[src/rtl/tri_port_ram_ctrl.sv]
// Tri-port RAM controller: arbitrates the L, M and R ports and walks every access
// through a SETUP/STROBE/RELEASE sequence toward an external bit-cell array.
module tri_port_ram_ctrl #(
   parameter int ADDR_W = 4,
   parameter int DATA_W = 8
) (
   input  logic                   clk,
   input  logic                   rst_n,
   input  logic                   L_req,
   input  logic                   L_we,
   input  logic [ADDR_W-1:0]      L_addr,
   input  logic [DATA_W-1:0]      L_wdata,
   output logic                   L_gnt,
   output logic                   L_rvalid,
   output logic [DATA_W-1:0]      L_rdata,
   output logic [(2**ADDR_W)-1:0] LS,
   output logic                   LW,
   output logic [DATA_W-1:0]      LDBL,
   input  logic [DATA_W-1:0]      LDBL_read,
   input  logic                   M_req,
   input  logic                   M_we,
   input  logic [ADDR_W-1:0]      M_addr,
   input  logic [DATA_W-1:0]      M_wdata,
   output logic                   M_gnt,
   output logic                   M_rvalid,
   output logic [DATA_W-1:0]      M_rdata,
   output logic [(2**ADDR_W)-1:0] MS,
   output logic                   MW,
   output logic [DATA_W-1:0]      MDBL,
   input  logic [DATA_W-1:0]      MDBL_read,
   input  logic                   R_req,
   input  logic                   R_we,
   input  logic [ADDR_W-1:0]      R_addr,
   input  logic [DATA_W-1:0]      R_wdata,
   output logic                   R_gnt,
   output logic                   R_rvalid,
   output logic [DATA_W-1:0]      R_rdata,
   output logic [(2**ADDR_W)-1:0] RS,
   output logic                   RW,
   output logic [DATA_W-1:0]      RDBL,
   input  logic [DATA_W-1:0]      RDBL_read
);

   localparam int WORDS = 2 ** ADDR_W;

   typedef enum logic [1:0] {IDLE, SETUP, STROBE, RELEASE} state_t;

   state_t            state_q, state_d;
   logic [2:0]        req, we, acc;
   logic [ADDR_W-1:0] addr     [3];
   logic [DATA_W-1:0] wdata    [3];
   logic [DATA_W-1:0] dbl_read [3];
   logic [2:0]        act_q, act_d, wr_q, wr_d, pw_q, pw_d, rvalid_q, rvalid_d;
   logic [WORDS-1:0]  sel_q    [3];
   logic [WORDS-1:0]  sel_d    [3];
   logic [DATA_W-1:0] dbl_q    [3];
   logic [DATA_W-1:0] dbl_d    [3];
   logic [DATA_W-1:0] rdata_q  [3];
   logic [DATA_W-1:0] rdata_d  [3];

   // Port index order doubles as write priority: 0 = L, 1 = M, 2 = R.
   assign req         = {R_req, M_req, L_req};
   assign we          = {R_we, M_we, L_we};
   assign addr[0]     = L_addr;
   assign addr[1]     = M_addr;
   assign addr[2]     = R_addr;
   assign wdata[0]    = L_wdata;
   assign wdata[1]    = M_wdata;
   assign wdata[2]    = R_wdata;
   assign dbl_read[0] = LDBL_read;
   assign dbl_read[1] = MDBL_read;
   assign dbl_read[2] = RDBL_read;

   // A write loses only to a higher-priority write of the same word; reads always win.
   always_comb begin
      acc = req;
      if (we[1] && req[0] && we[0] && (addr[0] == addr[1])) acc[1] = 1'b0;
      if (we[2] && ((req[0] && we[0] && (addr[0] == addr[2])) ||
                    (req[1] && we[1] && (addr[1] == addr[2])))) acc[2] = 1'b0;
   end

   always_comb begin
      state_d  = state_q;
      act_d    = act_q;
      wr_d     = wr_q;
      pw_d     = '0;
      rvalid_d = '0;
      sel_d    = sel_q;
      dbl_d    = dbl_q;
      rdata_d  = rdata_q;
      case (state_q)
         IDLE: begin
            if (|acc) begin
               state_d = SETUP;
               act_d   = acc;
               wr_d    = acc & we;
               for (int p = 0; p < 3; p++) begin
                  sel_d[p] = '0;
                  dbl_d[p] = '0;
                  if (acc[p]) sel_d[p][addr[p]] = 1'b1;
                  if (acc[p] && we[p]) dbl_d[p] = wdata[p];
               end
            end
         end
         SETUP: begin
            state_d  = STROBE;
            pw_d     = act_q & wr_q;
            rvalid_d = act_q & ~wr_q;
            for (int p = 0; p < 3; p++)
               if (act_q[p] && !wr_q[p]) rdata_d[p] = dbl_read[p];
         end
         STROBE: state_d = RELEASE;
         RELEASE: begin
            state_d = IDLE;
            act_d   = '0;
            wr_d    = '0;
            for (int p = 0; p < 3; p++) begin
               sel_d[p] = '0;
               dbl_d[p] = '0;
            end
         end
         default: state_d = IDLE;
      endcase
   end

   always_ff @(posedge clk or negedge rst_n) begin
      if (!rst_n) begin
         state_q  <= IDLE;
         act_q    <= '0;
         wr_q     <= '0;
         pw_q     <= '0;
         rvalid_q <= '0;
         for (int p = 0; p < 3; p++) begin
            sel_q[p]   <= '0;
            dbl_q[p]   <= '0;
            rdata_q[p] <= '0;
         end
      end else begin
         state_q  <= state_d;
         act_q    <= act_d;
         wr_q     <= wr_d;
         pw_q     <= pw_d;
         rvalid_q <= rvalid_d;
         for (int p = 0; p < 3; p++) begin
            sel_q[p]   <= sel_d[p];
            dbl_q[p]   <= dbl_d[p];
            rdata_q[p] <= rdata_d[p];
         end
      end
   end

   assign L_gnt    = (state_q == IDLE) && acc[0];
   assign M_gnt    = (state_q == IDLE) && acc[1];
   assign R_gnt    = (state_q == IDLE) && acc[2];
   assign L_rvalid = rvalid_q[0];
   assign M_rvalid = rvalid_q[1];
   assign R_rvalid = rvalid_q[2];
   assign L_rdata  = rdata_q[0];
   assign M_rdata  = rdata_q[1];
   assign R_rdata  = rdata_q[2];
   assign LS       = sel_q[0];
   assign MS       = sel_q[1];
   assign RS       = sel_q[2];
   assign LW       = pw_q[0];
   assign MW       = pw_q[1];
   assign RW       = pw_q[2];
   assign LDBL     = dbl_q[0];
   assign MDBL     = dbl_q[1];
   assign RDBL     = dbl_q[2];

endmodule

[config.mk]
export PLATFORM = sky130hd
export DESIGN_NAME = tri_port_ram_ctrl
export DESIGN_NICKNAME = d
export VERILOG_FILES = /design/src/rtl/tri_port_ram_ctrl.sv
export SDC_FILE = /design/constraint.sdc
export NUM_CORES = 1
export LEC_CHECK = 0
export ABC_CLOCK_PERIOD_IN_PS = 5400
export CORE_ASPECT_RATIO = 1.2
export CORE_MARGIN = 4
export CORE_UTILIZATION = 42
export DETAILED_ROUTE_END_ITERATION = 7
export DONT_BUFFER_PORTS = 1
export SLEW_MARGIN = 20
export SYNTH_ARGS = -nofsm -noshare
export SYNTH_HDL_FRONTEND = slang
export SYNTH_SLANG_ARGS = --single-unit
[constraint.sdc]
create_clock -name clk -period 5.4 [get_ports clk]
set_input_delay 1.08 -clock clk [delete_from_list [all_inputs] [get_ports clk]]
set_output_delay 1.08 -clock clk [all_outputs]
set_load 0.02 [all_outputs]
Word-level counts from Yosys, hierarchy flattened
Cells that the tools add are included.

RAM bits: 0. Register bits after elaboration: 110. Input port bits: 68. Memories kept: 0. Latch bits: 0. Memory bits (read-only): 0.

Add/subtract/negate cells: 0. Div/mod/pow operators: 0. Order comparisons: 6. $mul: 0. Shifts and indexed selects: 0. Mux-type cells: 26. Equality and inequality tests: 7. Reduce and logical (&&, ||, !) cells: 30. Bitwise gates (word level): 4.

Operators with widths (count): $pmux 48 s2 (1); $mux 16 (3); $mux 48 (1); $pmux 24 s2 (1); $mux 24 (1); $mux 8 (3); $logic_and 1x1->1 (19); $lt 4x5->1 const B (3); $demux 1 s4 (3); $eq 4x4->1 (3); $ge 4x1->1 const B (3); $mux 3 (4); $pmux 3 s2 (2); $and 3x3->3 (3); $pmux 2 s4 (1); $reduce_and 2->1 (4); $mux 1 (5); $eq 2x2->1 const B (2); $logic_not 1->1 (3); $not 3->3 (1); $reduce_or 3->1 (1); $eq 2x1->1 const B (1); $logic_not 2->1 (1); $mux 2 (1); 3 further kinds (3).

Longest topological paths before layout
Gate-level depths: netlist of the first run.

Word-level depth: 9. Mapped depth: 9. Depth with buffers taken out: 6.

Least setup slack after synthesis of the first run
No wires, ideal clock.

Kind: input port to output port. Start: input M_addr[3]. End: output R_gnt. Stages on the path: 6. Path slack: 2110 ps. Arrival time: 2210 ps. Cells stage by stage: buf_4 -> xnor2_1 -> nand3_1 -> o32ai_4 -> buf_4 -> nor2_1.

Longest elaborated chain between the ends: 6.

Ends and longest elaborated chain: from (decl) (line 22) `input logic [ADDR_W-1:0] M_addr,`; $eq 4x4->1 (line 79) `(req[1] && we[1] && (addr[1] == addr[2])))) acc[2] = 1'b0;`; $logic_and 1x1->1 (line 79); $logic_or 1x1->1 (line 78) `if (we[2] && ((req[0] && we[0] && (addr[0] == addr[2])) ||`; $logic_and 1x1->1 (line 78); $mux 1 (line 78); $logic_and 1x1->1 (line 154) `assign R_gnt = (state_q == IDLE) && acc[2];`; to (decl) (line 35) `output logic R_gnt,`.

No other way between the ends.

Worst setup path after layout of the first run
Start: input M_addr[1]. End: output R_gnt.

The elaborated chain is that of the path after synthesis.

==> results_dict.tcl, run 1 <==
set metrics [dict create \
    status "completed" \
    grtUsageMet2 0.287 \
    cp.buffers_inverters 0 \
    p_per_area_nw_per_um2 512 \
    wl_um 11300 \
    fmax_mhz 295 \
    grtUsageTotal 0.179 \
    fin_crit_ns 3.39 \
    cts_resized 0 \
    drtPass1Iterations 4 \
    die_height_um 124 \
    use_met1 0.213 \
    num_rows 42 \
    synthArstFlopShare 1.00 \
    fin_nets 516 \
    maxCapViolations 0 \
    dieArea_um2 13000 \
    path_cells "xnor2_1, nand3_1, o32ai_4, nor2_1" \
    yosys_warnings 0 \
    synth_flop_cell "dfrtp_1" \
    syn_area_um2 4730 \
    worst_hold_slack_ns 0.431 \
    start_util 0.428 \
    cts_inserted_buffers 9 \
    timing.final.crit_share 0.628 \
    path_class "in -> out" \
    root_buffer "clkbuf_16" \
    cts_max_path_buffers 2 \
    synth_area_leaders "dfrtp_1 58%, nand2_1 12%, o31ai_1 3.5%" \
    antenna_cells 0 \
    final-hold-violation-count 0 \
    fin_skew_ns 0.00806 \
    finalSetupTns_ns 0 \
    dp_hpwl_um 8320 \
    grt_setup_unrepaired "no" \
    max_slew_margin 0.371 \
    cts.clk_slew.worst_paths_ns 0.07 \
    grt_util_met3 0.0805 \
    crit_fanout 18 \
    drc 0 \
    cts_tree "built" \
    viasPerCell 5.61 \
    cts_sinks 110 \
    synth_common_cells "150 x nand2_1, 110 x dfrtp_1, 22 x o31ai_1, 16 x o21ai_0, 14 x a22o_1" \
    yosysSeqAreaShare 0.582 \
    grt_max_degree 111 \
    worst_slew_pin_slew_ns 0.941 \
    yosysTopAreaCellShare 0.582 \
    drive_gt1_frac 0.0492 \
    cp.required_ns 4.32 \
    vdd_drop_max_mv 0.248 \
    busiest_layer "met2" \
    crit_arrival_ns 2.31 \
    slowest_delay_ns 0.65 \
    synthMostInstantiatedCell "nand2_1" \
    core_um2 11000 \
    grt_pass1_vias 3297 \
    ys_seq_elements 110 \
    drt_iter0_drc 170 \
    synth_area_per_cell_um2 10.3 \
    syn_nets 533 \
    crit_family "compound AO/OA/AOI/OAI gates" \
    cp-start-kind "input port" \
    synthCells 460 \
    overflow 0 \
    routedWlPerCell_um 19.6 \
    num_vias 3246 \
    io_buffers 0 \
    dp_slack_ns 2.00 \
    gp_congestion 0.831 \
    grt_pass1_wl_um 18600 \
    synthToLayoutAreaGrowth_pct 6.11 \
    worst_slack_ns 2.01 \
    clock_latency_ns 0.34 \
    p_leak_uw 0.00230 \
    cts_setup_buffers 0 \
    final_util 0.455 \
    synth_edf_count 0 \
    antenna_left 0 \
    ios 173 \
    end_kind "output pin" \
    yosysUniqueCellTypes 40 \
    die_x_um 105 \
    hold_class "in -> async" \
    antenna_found_initial 0 \
    crit_slowest_cell "o32ai_4" \
    yosysTopAreaCell "dfrtp_1" \
    finalSetupViolations 0 \
    cts_hold_buffers 0 \
    h-tree-depth 3 \
    final_max_slew_viol_count 0 \
]
-- stage by stage --
stage,std cells,power (uW),instance area [um^2]
floorplan,460,1880,4730
global placement,564,1960,4750
detailed placement,564,1990,4750
CTS,579,2600,5020
global route,579,2740,5020
finish,579,2570,5020
-- state kept, by name, summed over array words and instances (netlist names) --
signal,count
LDBL,8
LS,16
M_rdata,8
rvalid_q,3
R_rdata,8
MS,16
state_q,2
wr_q,3
L_rdata,8
act_q,3
RDBL,8
MDBL,8
pw_q,3
RS,16
-- placed cells by master, fill, tap and decap left out, types with 5 or more instances in the layout --
cell / Yosys / routed
xnor2_1: 11 / 11
nor2b_1: 5 / 5
nand3b_1: 8 / 8
nand3_1: 10 / 10
inv_1: 7 / 7
ha_1: 5 / 5
o21ai_0: 16 / 16
and3_1: 5 / 5
a32o_1: 7 / 7
o41ai_1: 12 / 12
a22o_1: 14 / 14
clkbuf_16: 0 / 9
nand2b_1: 6 / 6
nor2_1: 7 / 7
o31ai_1: 22 / 22
dfrtp_1: 110 / 110
nand2_1: 150 / 150
-- worst register-to-register path, stage by stage, from the launching register on --
cell,delay (ns)
dfrtp_1,0.40
inv_1,0.13
ha_1,0.43
nor4b_4,0.40
o21bai_4,0.48
buf_4,0.63
or4_1,0.22
o21ai_1,0.06
-- routing by layer --
layer / wire [um] / vias up
met3: 1180 / 11
li1: - / 1543
met4: 172 / 0
met2: 5510 / 122
met1: 4490 / 1570
met5: 0 / -
-- report_power, final --
| part | total, uW | switching [uW] | internal [uW] |
|---|---|---|---|
| Clock | 604 | 291 | 312 |
| Combinational | 555 | 384 | 172 |
| Sequential | 1410 | 379 | 1030 |
-- logic make-up after synthesis --
| family | share of synthesized area |
|---|---|
| mux | 0.00476 |
| simple gates | 0.203 |
| fa+ha+maj | 0.0132 |
| flops | 0.582 |
| buf+inv | 0.0416 |
| xor+xnor | 0.0222 |
| compound gates | 0.133 |
-- layout make-up --
cell class,count,area (um^2)
Multi-Input combinational cell,311,1790
Sequential cell,110,2750
Fill cell,1045,6020
Clock inverter,5,35.0
Inverter,10,37.5
Clock buffer,10,229
Timing Repair Buffer,1,7.51
Tap cell,132,165
-- path summary, 6_finish.rpt --
check	from	end	slack [ns]	cells past startpoint
worst max-delay path	M_addr[1]	R_gnt	2.01	4
worst min-delay path	rst_n	M_rdata[3]	0.43	0
worst max register to register	state_q[0]	RS[2]	2.50	7
worst min register to register	wr_q[2]	wr_q[2]	0.49	1
max in group asynchronous	rst_n	RS[4]	4.80	0
min in group clk	wr_q[2]	wr_q[2]	0.49	1
Note: power is estimated with default switching activity, not from simulation.
==> run 2: changes to the inputs <==
--- a/config.mk
+++ b/config.mk
@@ -5,7 +5,7 @@
 export SDC_FILE = /design/constraint.sdc
 export NUM_CORES = 1
 export LEC_CHECK = 0
-export ABC_CLOCK_PERIOD_IN_PS = 5400
+export ABC_CLOCK_PERIOD_IN_PS = 3150
 export CORE_ASPECT_RATIO = 1.2
 export CORE_MARGIN = 4
 export CORE_UTILIZATION = 42
==> constraint.sdc (replaced) <==
create_clock -name clk -period 3.15 [get_ports clk]
set_input_delay 0.63 -clock clk [delete_from_list [all_inputs] [get_ports clk]]
set_output_delay 0.63 -clock clk [all_outputs]
set_load 0.02 [all_outputs]
==> run 2 against run 1 <==
Against the previous run: the run now ends with negative hold slack left; clock power is 100% higher; sequential share of layout area decreased by 1.0 points; sequential power rose by 72%; flip-flop and latch count unchanged; total power increased by 80%; final area rose by 1.9%; non-clock buffer count rose by 3; via count increased by 1.3%; combinational power rose by 80%; core utilization is 0.87 points higher; cell count grew 0.69%.
==> results_dict.tcl, run 2 (synthesized netlist as in run 1, its figures left out) <==
set metrics [dict create \
    h-tree-depth 3 \
    slowest_delay_ns 0.47 \
    final_common_cell "nand2_1" \
    final-hold-violation-count 74 \
    overflow 0 \
    r2r_cells 7 \
    seqPwrFrac 0.522 \
    layout_common_cells "150 x nand2_1, 110 x dfrtp_1, 22 x o31ai_1, 16 x o21ai_0, 14 x a22o_1" \
    path_cells "inv_1, ha_1, nor4b_4, o21bai_4, buf_4, nand2_1, o41ai_1" \
    grtUsageMet2 0.281 \
    switching_share 0.390 \
    die_x_um 105 \
    crit_arrival_ns 2.61 \
    cts_inserted_buffers 9 \
    use_met1 0.208 \
    dp_hpwl_um 8100 \
    root_buffer "clkbuf_16" \
    p_per_area_nw_per_um2 907 \
    drtPass1Iterations 6 \
    die_height_um 124 \
    cp.required_ns 3.38 \
    worst_slew_pin_slew_ns 0.938 \
    io_buffers 0 \
    core_um2 11000 \
    grt_setup_unrepaired "no" \
    gp_congestion 0.761 \
    ios 173 \
    grt_pass1_vias 3353 \
    crit_fanout 44 \
    grt_max_degree 111 \
    fin_crit_ns 2.38 \
    fmax_mhz 420 \
    grt_pass1_wl_um 18200 \
    worst_slack_ns 0.772 \
    wl_um 11300 \
    busiest_layer "met2" \
    cp-start-kind "register" \
    drive_gt1_frac 0.0576 \
    cts_sinks 110 \
    cts_resized 0 \
    p_sw_uw 1810 \
    cts_max_path_buffers 2 \
    vdd_drop_max_mv 0.523 \
    hold_class "in -> async" \
    drc 0 \
    maxCapViolations 0 \
    final_max_slew_viol_count 0 \
    crit_slowest_cell "o21bai_4" \
    timing.final.crit_share 0.755 \
    viasPerCell 5.64 \
    p_clk_frac 0.263 \
    path_class "reg -> reg" \
    grt_util_met3 0.0742 \
    cts_setup_buffers 0 \
    cts.clk_slew.worst_paths_ns 0.07 \
    status "finished with violations" \
    dieArea_um2 13000 \
    grtUsageTotal 0.175 \
    antenna_found_initial 0 \
    num_vias 3289 \
    cts_tree "built" \
    fin_nets 519 \
    max_slew_margin 0.373 \
    fin_skew_ns 0.00608 \
    antenna_cells 0 \
    p_int_uw 2830 \
    routedWlPerCell_um 19.4 \
    num_rows 42 \
    finalSetupTns_ns 0 \
    comb_power_share 0.216 \
    clock_latency_ns 0.34 \
    worst_hold_slack_ns -0.0154 \
    drt_iter0_drc 196 \
    dp_slack_ns 0.772 \
    start_util 0.428 \
    synthToLayoutAreaGrowth_pct 8.15 \
    finalSetupViolations 0 \
    antenna_left 0 \
    violations "negative hold slack" \
    p_leak_uw 0.00235 \
    end_kind "register" \
]
==> run 2: cell types whose count changed in the layout (fill, tap and decap cells not counted), sizes merged <==
cell / change
inv: -2
clkinvlp: -1
clkinv: +1
bufinv: +2
buf: +3
clkbuf: +1
==> run 2: power by group through the flow <==
stage,sequential [uW],combinational [uW],clock [uW]
5_1_grt,2470,1140,1320
3_5_place_dp,2450,1010,0
2_1_floorplan,2360,862,0
3_3_place_gp,2440,959,0
6_report,2420,1000,1220
4_1_cts,2430,1010,1260
==> run 2: cell type report <==
class                           count  area (um^2)
Inverter                           10         37.5
Clock buffer                       11          243
Fill cell                        1057         5920
Multi-Input combinational cell    311         1790
Tap cell                          132          165
Sequential cell                   110         2750
Timing Repair Buffer                4         42.5
Clock inverter                      5         82.6
==> run 2: critical path, delay by kind of cell, from the launching register on <==
kind	cells	cell delay, ns
AOI/OAI and AO/OA	2	0.54
buffers and inverters	2	0.52
and+or+nand+nor	2	0.42
adders and majority gates	1	0.37
DFF	1	0.40
==> run 2: layer usage <==
layer | routed length, um | vias to the layer above | share of wire
li1 | - | 1546 | -
met1 | 4470 | 1607 | 0.39
met2 | 5540 | 123 | 0.49
met3 | 1120 | 13 | 0.099
met4 | 197 | 0 | 0.017
met5 | 0 | - | 0
==> run 2: per-stage QoR <==
stage	util	cells	total power, uW	area, um^2
after floorplan	-	460	3220	4730
after global placement	0.434	567	3400	4790
after detailed placement	0.434	567	3470	4790
after CTS	0.463	583	4700	5110
after global routing	0.463	583	4920	5110
final	0.463	583	4640	5110
==> run 2: worst paths after layout <==
kind                            start    endpoint  slack, ns
min reg2reg                   wr_q[2]     wr_q[2]       0.50
max in group asynchronous       rst_n  L_rdata[0]       3.01
max                        state_q[0]       RS[9]       0.77
min in group clk            L_addr[0]       LS[4]       0.39
min                             rst_n     MDBL[5]      -0.02
max reg2reg                state_q[0]       RS[9]       0.77
==> run 3: changes to the inputs <==
--- a/config.mk
+++ b/config.mk
@@ -5,7 +5,7 @@
 export SDC_FILE = /design/constraint.sdc
 export NUM_CORES = 1
 export LEC_CHECK = 0
-export ABC_CLOCK_PERIOD_IN_PS = 3150
+export ABC_CLOCK_PERIOD_IN_PS = 2200
 export CORE_ASPECT_RATIO = 1.2
 export CORE_MARGIN = 4
 export CORE_UTILIZATION = 42
==> constraint.sdc (replaced) <==
create_clock -name clk -period 2.2 [get_ports clk]
set_input_delay 0.44 -clock clk [delete_from_list [all_inputs] [get_ports clk]]
set_output_delay 0.44 -clock clk [all_outputs]
set_load 0.02 [all_outputs]
==> run 3 against run 2 <==
Against the previous run: the run still ends with negative hold slack left; flip-flop and latch count did not move; clock power grew 53%; final area up 1.1%; die area stayed put; global-route usage increased by 0.29 points; via count rose by 1.9%; worst setup slack worse by 0.58 ns; hold slack worse by 0.19 ns; register-to-register slack got worse by 0.58 ns; combinational power grew 47%; sequential power grew 43%; maximum frequency is 18% higher; critical path type unchanged; critical endpoint is now MDBL[5]; highest routed layer unchanged.
==> results_dict.tcl, run 3 (synthesized netlist as in run 1, its figures left out) <==
set metrics [dict create \
    status "finished with violations" \
    violations "negative hold slack" \
    cts_inserted_buffers 9 \
    cts.clk_slew.worst_paths_ns 0.07 \
    finalSetupTns_ns 0 \
    drc 0 \
    fin_nets 525 \
    antenna_found_initial 0 \
    max_slew_margin 0.555 \
    ios 173 \
    path_class "reg -> reg" \
    synthToLayoutAreaGrowth_pct 9.34 \
    clock_latency_ns 0.34 \
    cts_sinks 110 \
    hold_class "in -> async" \
    overflow 0 \
    layout_common_cells "150 x nand2_1, 110 x dfrtp_1, 22 x o31ai_1, 16 x o21ai_0, 14 x a22o_1" \
    stdcell_count 589 \
    final_util 0.468 \
    wl_um 11700 \
    fin_crit_ns 2.01 \
    grt_pass1_vias 3388 \
    vdd_drop_max_mv 0.592 \
    dp_hpwl_um 8320 \
    drive_gt1_frac 0.0722 \
    final_max_slew_viol_count 0 \
    antenna_left 0 \
    viasPerCell 5.69 \
    crit_arrival_ns 2.24 \
    crit_fanout 34 \
    end_kind "register" \
    cts_max_path_buffers 2 \
    num_vias 3350 \
    die_height_um 124 \
    routedWlPerCell_um 19.8 \
    p_per_area_nw_per_um2 1310 \
    fmax_mhz 497 \
    p_leak_uw 0.00238 \
    cp.required_ns 2.43 \
    drtPass1Iterations 4 \
    cts_tree "built" \
    maxCapViolations 0 \
    num_rows 42 \
    timing.final.crit_share 0.915 \
    die_x_um 105 \
    io_buffers 0 \
    grtUsageTotal 0.178 \
    final-hold-violation-count 110 \
    grt_pass1_wl_um 18600 \
    fin_skew_ns 0.00588 \
    gp_congestion 0.781 \
    finalSetupViolations 0 \
    core_um2 11000 \
    antenna_cells 0 \
    grt_max_degree 111 \
    cts_setup_buffers 0 \
    root_buffer "clkbuf_16" \
    final_common_cell "nand2_1" \
    dpl.cell_count 573 \
    grt_setup_unrepaired "no" \
    worst_hold_slack_ns -0.201 \
    h-tree-depth 3 \
    dieArea_um2 13000 \
    cp-start-kind "register" \
    drt_iter0_drc 194 \
    start_util 0.428 \
    worst_slew_pin_slew_ns 0.665 \
]
## run 3: changes by cell type in the layout (fill, tap and decap cells not counted)
cell	delta
buf_12	-1
buf_4	+6
clkbuf_1	-1
clkbuf_8	-1
clkinvlp_4	+1
buf_6	+1
inv_6	+1
clkinv_4	-1
bufinv_16	+1
## run 3: path summary, 6_finish.rpt
kind	startpoint	to	slack, ns	cells past startpoint
setup / recovery	state_q[0]	MDBL[5]	0.19	7
hold / removal	rst_n	MDBL[0]	-0.20	0
setup reg to reg	state_q[0]	MDBL[5]	0.19	7
hold reg to reg	wr_q[2]	wr_q[2]	0.49	1
max in group asynchronous	rst_n	LS[11]	2.27	0
min in group clk	L_addr[0]	LS[12]	0.19	1
## run 3: worst max-delay path, cell delays in order, from the launching register on
cell and delay (ns):
dfrtp_1 0.41, inv_1 0.13, ha_1 0.27, nor4b_4 0.31, o21bai_4 0.27, buf_6 0.30
nand2_1 0.10, o31ai_1 0.08
## run 3: per-layer routing
layer | vias up | global-route usage | share of wire
li1 | 1558 | - | -
met3 | 9 | 0.0805 | 0.10
met5 | - | 0 | 0
met4 | 0 | 0.0510 | 0.012
met1 | 1654 | 0.215 | 0.40
met2 | 129 | 0.287 | 0.49
## run 3: area by class of cell
cell class | count | area [um^2]
Fill cell | 1042 | 5870
Tap cell | 132 | 165
Sequential cell | 110 | 2750
Inverter | 10 | 37.5
Multi-Input combinational cell | 311 | 1790
Clock inverter | 7 | 120
Timing Repair Buffer | 10 | 78.8
Clock buffer | 9 | 225
## run 3: repair_timing
action / 4_1_cts / 5_1_grt
resized for setup: 0 / 1
setup endpoints to repair: 0 / 32
endpoints found under the hold margin: 110 / 110
## run 3: stage by stage
step | cell area (um^2) | power [uW] | worst slack (ns)
6_report | 5170 | 6790 | 0.187
5_1_grt | 5170 | 7220 | 0.0164
3_5_place_dp | 4820 | 4980 | 0.110
2_1_floorplan | 4730 | 4610 | 0.190
4_1_cts | 5160 | 6860 | 0.0918
3_3_place_gp | 4820 | 4900 | 0.213
## run 3: power by group
group	switching [uW]	total [uW]	leakage, uW	internal, uW
logic	960	1470	0.000741	506
clock network	747	1870	0.000166	1120
registers	932	3460	0.00147	2530
total	2640	6790	0.00238	4150
